--- config.mk ---
export PLATFORM = sky130hd
export DESIGN_NAME = wb_line_buffer
export DESIGN_NICKNAME = d
export VERILOG_FILES = /design/src/rtl/dram_pkg.sv /design/src/rtl/line_store.sv /design/src/rtl/wb_line_buffer.sv
export SDC_FILE = /design/constraint.sdc
export NUM_CORES = 1
export LEC_CHECK = 0
export CORE_ASPECT_RATIO = 0.5
export CORE_MARGIN = 4
export CORE_UTILIZATION = 45
export DETAILED_ROUTE_END_ITERATION = 8
export PLACE_DENSITY = 0.77
export SLEW_MARGIN = 20
export SYNTH_ARGS = -nofsm -noshare
export SYNTH_HDL_FRONTEND = slang
export SYNTH_HIERARCHICAL = 1
export SYNTH_SLANG_ARGS = --single-unit
export TNS_END_PERCENT = 5
--- constraint.sdc ---
create_clock -name user_clk_i -period 12.88 [get_ports user_clk_i]
set_input_delay 1.932 -clock user_clk_i [delete_from_list [all_inputs] [get_ports user_clk_i]]
set_output_delay 1.932 -clock user_clk_i [all_outputs]
set_load 0.05 [all_outputs]
--- src/rtl/dram_pkg.sv ---
// Shared constants, FSM states and Wishbone command encodings for the line buffer.
package dram_pkg;

  localparam int unsigned LINE_BYTES  = 32;
  localparam int unsigned OFFSET_BITS = 5;
  localparam int unsigned TAG_BITS    = 32 - OFFSET_BITS;
  localparam int unsigned IDX_BITS    = OFFSET_BITS - 2;

  typedef enum logic [2:0] {
    StIdle,
    StWb,
    StFill,
    StAck,
    StFlushDone
  } state_e;

  // Master-side command bundle {cyc, stb, we}.
  typedef struct packed {
    logic cyc;
    logic stb;
    logic we;
  } wb_cmd_t;

  localparam wb_cmd_t WB_CMD_NONE  = '{cyc: 1'b0, stb: 1'b0, we: 1'b0};
  localparam wb_cmd_t WB_CMD_READ  = '{cyc: 1'b1, stb: 1'b1, we: 1'b0};
  localparam wb_cmd_t WB_CMD_WRITE = '{cyc: 1'b1, stb: 1'b1, we: 1'b1};

  function automatic logic [TAG_BITS-1:0] addr_tag(input logic [31:0] addr);
    return addr[31:OFFSET_BITS];
  endfunction

  function automatic logic [IDX_BITS-1:0] word_index(input logic [31:0] addr);
    return addr[OFFSET_BITS-1:2];
  endfunction

endpackage

--- src/rtl/line_store.sv ---
// Single cache line storage: whole-line load from DRAM, byte-enable word merge, word select.
module line_store
  import dram_pkg::*;
#(
  parameter int unsigned WORD_SIZE  = 256,
  parameter int unsigned DATA_WIDTH = 32
) (
  input  logic                    clk,
  input  logic                    load,
  input  logic [WORD_SIZE-1:0]    load_data,
  input  logic                    wr_en,
  input  logic [IDX_BITS-1:0]     idx,
  input  logic [DATA_WIDTH-1:0]   wdata,
  input  logic [DATA_WIDTH/8-1:0] sel,
  output logic [WORD_SIZE-1:0]    line,
  output logic [DATA_WIDTH-1:0]   rd_word
);

  logic [WORD_SIZE-1:0] line_q;
  logic [WORD_SIZE-1:0] base;
  logic [WORD_SIZE-1:0] merged;

  // A load and a write in the same cycle merge the write over the freshly loaded line.
  always_comb begin
    base   = load ? load_data : line_q;
    merged = base;
    if (wr_en) begin
      for (int unsigned b = 0; b < DATA_WIDTH / 8; b++) begin
        if (sel[b]) begin
          merged[int'(idx) * DATA_WIDTH + b * 8 +: 8] = wdata[b * 8 +: 8];
        end
      end
    end
    rd_word = base[int'(idx) * DATA_WIDTH +: DATA_WIDTH];
  end

  // Line contents are deliberately not reset; they are meaningless until the first fill.
  always_ff @(posedge clk) begin
    if (load || wr_en) begin
      line_q <= merged;
    end
  end

  assign line = line_q;

endmodule

--- src/rtl/wb_line_buffer.sv ---
// One-line write-back buffer between a 32-bit Wishbone slave port and a wide DRAM master port.
module wb_line_buffer
  import dram_pkg::*;
#(
  parameter int unsigned WORD_SIZE  = 256,
  parameter int unsigned DATA_WIDTH = 32
) (
  input  logic                    user_clk_i,
  input  logic                    rst_n_i,
  input  logic                    cyc_i,
  input  logic                    stb_i,
  input  logic                    we_i,
  input  logic [31:0]             addr_i,
  input  logic [DATA_WIDTH-1:0]   data_i,
  input  logic [DATA_WIDTH/8-1:0] sel_i,
  output logic [DATA_WIDTH-1:0]   data_o,
  output logic                    ack_o,
  output logic                    m_cyc_o,
  output logic                    m_stb_o,
  output logic                    m_we_o,
  output logic [31:0]             m_addr_o,
  output logic [WORD_SIZE-1:0]    m_data_o,
  input  logic [WORD_SIZE-1:0]    m_data_i,
  input  logic                    m_ack_i,
  input  logic                    flush_i,
  output logic                    flush_done_o
);

  state_e                state_q, state_d;
  logic [TAG_BITS-1:0]   tag_q, tag_d;
  logic                  valid_q, valid_d;
  logic                  dirty_q, dirty_d;
  logic                  flush_q, flush_d;
  logic                  gap_q, gap_d;
  logic [DATA_WIDTH-1:0] data_q, data_d;

  logic                  req;
  logic                  hit;
  logic                  ls_load;
  logic                  ls_wr;
  logic [WORD_SIZE-1:0]  line;
  logic [DATA_WIDTH-1:0] rd_word;
  wb_cmd_t               cmd;
  logic [31:0]           m_addr;
  logic                  unused_addr_bits;

  assign req              = cyc_i & stb_i;
  assign hit              = valid_q && (tag_q == addr_tag(addr_i));
  assign unused_addr_bits = ^addr_i[1:0];

  line_store #(
    .WORD_SIZE (WORD_SIZE),
    .DATA_WIDTH(DATA_WIDTH)
  ) u_line_store (
    .clk      (user_clk_i),
    .load     (ls_load),
    .load_data(m_data_i),
    .wr_en    (ls_wr),
    .idx      (word_index(addr_i)),
    .wdata    (data_i),
    .sel      (sel_i),
    .line     (line),
    .rd_word  (rd_word)
  );

  // Next-state, line bookkeeping and master-port command decode.
  always_comb begin
    state_d = state_q;
    tag_d   = tag_q;
    valid_d = valid_q;
    dirty_d = dirty_q;
    flush_d = flush_q;
    gap_d   = 1'b0;
    data_d  = data_q;
    ls_load = 1'b0;
    ls_wr   = 1'b0;
    cmd     = WB_CMD_NONE;
    m_addr  = '0;
    unique case (state_q)
      StIdle: begin
        if (flush_i) begin
          flush_d = 1'b1;
          state_d = dirty_q ? StWb : StFlushDone;
        end else if (req) begin
          if (hit) begin
            if (we_i) begin
              ls_wr = 1'b1;
              if (sel_i != '0) dirty_d = 1'b1;
            end else begin
              data_d = rd_word;
            end
            state_d = StAck;
          end else begin
            state_d = dirty_q ? StWb : StFill;
          end
        end
      end
      StWb: begin
        cmd    = WB_CMD_WRITE;
        m_addr = {tag_q, {OFFSET_BITS{1'b0}}};
        if (m_ack_i) begin
          dirty_d = 1'b0;
          gap_d   = 1'b1;
          state_d = flush_q ? StFlushDone : StFill;
        end
      end
      StFill: begin
        // The first fill cycle after a write-back keeps the bus idle.
        if (!gap_q) begin
          cmd    = WB_CMD_READ;
          m_addr = {addr_tag(addr_i), {OFFSET_BITS{1'b0}}};
          if (m_ack_i) begin
            ls_load = 1'b1;
            tag_d   = addr_tag(addr_i);
            valid_d = 1'b1;
            dirty_d = we_i && (sel_i != '0);
            if (we_i) begin
              ls_wr = 1'b1;
            end else begin
              data_d = rd_word;
            end
            state_d = StAck;
          end
        end
      end
      StAck: begin
        state_d = StIdle;
      end
      StFlushDone: begin
        flush_d = 1'b0;
        state_d = StIdle;
      end
      default: begin
        state_d = StIdle;
      end
    endcase
  end

  // Control state and line metadata, cleared asynchronously.
  always_ff @(posedge user_clk_i or negedge rst_n_i) begin
    if (!rst_n_i) begin
      state_q <= StIdle;
      tag_q   <= '0;
      valid_q <= 1'b0;
      dirty_q <= 1'b0;
      flush_q <= 1'b0;
      gap_q   <= 1'b0;
      data_q  <= '0;
    end else begin
      state_q <= state_d;
      tag_q   <= tag_d;
      valid_q <= valid_d;
      dirty_q <= dirty_d;
      flush_q <= flush_d;
      gap_q   <= gap_d;
      data_q  <= data_d;
    end
  end

  assign data_o       = data_q;
  assign ack_o        = (state_q == StAck);
  assign flush_done_o = (state_q == StFlushDone);
  assign m_cyc_o      = cmd.cyc;
  assign m_stb_o      = cmd.stb;
  assign m_we_o       = cmd.we;
  assign m_addr_o     = m_addr;
  assign m_data_o     = (state_q == StWb) ? line : '0;

endmodule

==> results by group <==
Route
  – DRC viols: 0
  – Detailed Routing Iterations Pass 1: 6
  – Number of vias per cell: 6.14
  – 1st-iter DRT viols: 2705
  – Final wirelength: 92000 um
  – Via count: 20200
  – Wirelength per Cell: 28.0 um
  – Antenna Violating Nets Remaining: 0

Worst setup path
  – Arrival time at the worst endpoint: 6.84 ns
  – Worst-path fanout max: 83
  – Crit path capture type: flop
  – FF-to-FF path depth: 13
  – Crit path max-delay cell type: sky130_fd_sc_hd__buf_4
  – Chain of cells forming the critical path: clkdlybuf4s50_1, nand2_1, inv_8, buf_4, buf_4, mux2i_1, mux4_2, mux2i_1, nor3b_1, nand3_1, o311ai_1
  – Number of gates on the worst path with buffers counted: 11
  – Slowest cell delay on critical path: 0.72 ns
  – Worst setup path category: input pin to flop
  – Cell family with most CP delay: buffers and inverters
  – Buf/Inv on CP: 4
  – Data required time of the worst path: 13.31 ns
  – Worst flop-to-flop path endpoint: data_o[13]
  – Worst reg2reg setup slack: 6.56 ns
  – Sort of element at the start of the critical path: input pin
  – Reg-to-Reg Start: state_q[1]

Cells and area
  – Synthesis-to-layout area growth: 34.6%
  – Final #Nets: 2922
  – Share of cells above drive strength 1: 7.62%
  – Layout fillers: 3982

Timing
  – Total negative setup slack: 0 ns
  – Final Hold Fails: 0
  – Max Fclk: 156 MHz
  – Worst hold slack: 0.468 ns
  – Least setup slack across all paths after layout: 6.47 ns
  – Rel. slew slack: 25.4%
  – Final period utilization: 49.8%
  – Post-route clock skew: 0.0159 ns
  – Count of pins over their slew limit: 0
  – Slew @ Worst Pin: 1.11 ns
  – Unrepaired setup endpoints after global routing: no
  – Setup violators final: 0
  – Post-layout min period: 6.41 ns

Clock network
  – CTS tree: yes
  – Clock slew at reported path FFs: 0.06 ns
  – Root cell of the clock tree: sky130_fd_sc_hd__clkbuf_16
  – Buffers inserted during post-CTS setup optimization: 0
  – Number of levels in the clock H-tree: 2
  – Hold-fix buffers, CTS: 0
  – Clock tree sinks: 322
  – Number of CTS-inserted buffers: 34
  – Resize count post-CTS: 0
  – Clock insertion delay at the later pin of the skew report: 0.53 ns
  – Number of buffers between clock root and the deepest sink: 3

Logic synthesis
  – Number of instances in the synthesized netlist: 2086
  – Syn. warnings: 6
  – Share of Yosys cell area claimed by the top area cell type: 34.6%
  – Syn Std Cell Area: 22200 um2
  – Most frequent cell after synthesis: sky130_fd_sc_hd__a21oi_1
  – Most common flop cell mapped by yosys: sky130_fd_sc_hd__edfxtp_1
  – #FFs+latches synth: 322
  – Distinct cells, synth: 64
  – Average footprint of a synthesized cell: 10.6 um2
  – Cell types with the highest counts after synthesis: sky130_fd_sc_hd__a21oi_1, sky130_fd_sc_hd__mux2i_1, sky130_fd_sc_hd__and2_1
  – Most area-hungry cell type in the Yosys netlist: sky130_fd_sc_hd__edfxtp_1
  – Number of enable-type register cells in the synthesized netlist: 256
  – Synth async-reset ratio: 20.5%
  – Sequential fraction of the synthesis area: 42.1%
  – Dominant cells by area after synthesis: sky130_fd_sc_hd__edfxtp_1, sky130_fd_sc_hd__mux2i_1, sky130_fd_sc_hd__a21oi_1

Placed design
  – Routability Congestion: 0.934
  – Port-buffer cells: 648
  – Post-detail-place hpwl: 64700 um
  – Pre-CTS setup slack: 6.10 ns

Die
  – Die Area: 53100 um2
  – Chip height: 165 um
  – Floorplan Core Area: 48600 um2
  – Count of boundary I/O pins: 656
  – Floorplan die width: 322 um
  – Std-Cell Rows: 57
  – Starting density of the core: 45.6%

Power and ir drop
  – Internal Pwr Total: 3040 uW
  – Max rail drop VDD: 0.000115 V
  – Power density over cell area: 190 nW/um2
  – Combinational share of power: 56.6%
  – Switching power summed over all nets: 2650 uW
  – Leak: 0.0103 uW
  – Proportion of power drawn by flip-flops and latches: 25.4%
  – Switching part of the total: 46.6%
  – Total power: 5690 uW
  – Part of the power in the clock network: 18.0%

Min path
  – Hold Path Origin: valid_q
  – Hold-critical path endpoint: valid_q
  – Worst hold path stage count: 1
  – Type of the most critical hold path: flop to flop

Global route
  – Wire length of the first global-routing pass: 130000 um
  – Congestion Overflow GR: 0
  – Initial antenna violation count: 27
  – Pin count of the biggest net entering global routing: 272
  – Tot GR Track Use: 32.8%
  – Via count of the first global-routing pass: 19500

Run status
  – Result of the run: finished clean

Job
  – Number of maximum-capacitance constraint violations: 0
==> layout make-up <==
cell class	instances	area [um2]	share of cell area [%]
diodes	27	67.6	0.226
clock buffers	46	983	3.29
clock inverters	16	123	0.410
inverters	48	188	0.628
multi-input cells	1502	11600	38.9
flip-flops and latches	322	9340	31.3
well taps	649	812	2.72
repair buffers	677	6730	22.5
==> metal layers <==
layer  GRT usage, %  up-vias  routed length, um
met3           7.80      191               9240
met1           42.2     9969              34800
met2           53.1     1234              44200
met4           14.7        2               3850
met5              0        -                 30
li1               -     8802                  -
==> logic make-up after synthesis <==
logic type | count (synthesis) | synth area share [%]
compound gates | 524 | 13.6
simple gates | 483 | 13.2
mux | 457 | 23.7
flops | 322 | 42.1
buf+inv | 266 | 5.93
xor+xnor | 27 | 1.07
fa+ha+maj | 6 | 0.338
other cells | 1 | 0.0169
==> worst max-delay path by stage <==
stage | startpoint | end | slack [ns]
6_report | m_ack_i | data_o[13] | 6.47
5_1_grt | state_q[1] | data_o[12] | 6.22
4_1_cts | m_ack_i | data_o[13] | 6.65
3_5_place_dp | m_ack_i | data_o[13] | 6.10
3_3_place_gp | m_ack_i | data_o[13] | 6.13
2_1_floorplan | flush_i | u_line_store/line[0] | 5.78
==> stage by stage <==
stage	util, %	cell area (um2)	cells
4_1_cts	61.2	29800	3259
6_report	61.4	29900	3287
3_5_place_dp	58.9	28700	3197
2_1_floorplan	-	22200	2090
3_3_place_gp	58.9	28700	3197
5_1_grt	61.4	29900	3284
==> power groups by stage <==
stage / combinational (uW) / sequential [uW] / clock (uW)
3_3_place_gp: 3160 / 1450 / 0
5_1_grt: 3350 / 1460 / 1080
4_1_cts: 3200 / 1440 / 1030
2_1_floorplan: 2130 / 1480 / 0
3_5_place_dp: 3190 / 1460 / 0
6_report: 3220 / 1440 / 1020
==> cell usage in the layout (no fill, tap or decap), types with 27 or more instances in the layout <==
cell	synthesis	final
sky130_fd_sc_hd__o311ai_1	31	31
sky130_fd_sc_hd__dfrtp_1	66	65
sky130_fd_sc_hd__nand2_1	70	70
sky130_fd_sc_hd__edfxtp_1	256	256
sky130_fd_sc_hd__mux4_2	52	52
sky130_fd_sc_hd__clkbuf_16	0	37
sky130_fd_sc_hd__nand3_1	38	38
sky130_fd_sc_hd__inv_1	45	44
sky130_fd_sc_hd__mux2i_1	371	371
sky130_fd_sc_hd__diode_2	0	27
sky130_fd_sc_hd__buf_4	13	27
sky130_fd_sc_hd__clkdlybuf4s50_1	0	643
sky130_fd_sc_hd__a22o_1	28	28
sky130_fd_sc_hd__mux2_2	34	34
sky130_fd_sc_hd__nor3b_1	37	34
sky130_fd_sc_hd__a21oi_1	416	416
sky130_fd_sc_hd__and2_1	259	258
==> worst reg2reg max path: stages, from the launching register on <==
cell	delay [ns]
sky130_fd_sc_hd__dfrtp_2	0.34
sky130_fd_sc_hd__buf_4	0.64
sky130_fd_sc_hd__nand2_1	0.22
sky130_fd_sc_hd__nor2_4	0.60
sky130_fd_sc_hd__nand2_1	0.29
sky130_fd_sc_hd__inv_8	0.61
sky130_fd_sc_hd__buf_4	0.75
sky130_fd_sc_hd__buf_4	0.74
sky130_fd_sc_hd__mux2i_1	0.28
sky130_fd_sc_hd__mux4_2	0.54
sky130_fd_sc_hd__mux2i_1	0.72
sky130_fd_sc_hd__nor3b_1	0.27
sky130_fd_sc_hd__nand3_1	0.10
sky130_fd_sc_hd__o311ai_1	0.11
==> state kept, by name (all words and copies together) (netlist names) <==
| register | cells |
|---|---|
| gap_q | 1 |
| data_o | 32 |
| tag_q | 27 |
| u_line_store/line | 256 |
| flush_q | 1 |
| dirty_q | 1 |
| valid_q | 1 |
| state_q | 3 |
No activity file was read; power rests on OpenSTA's default activity.
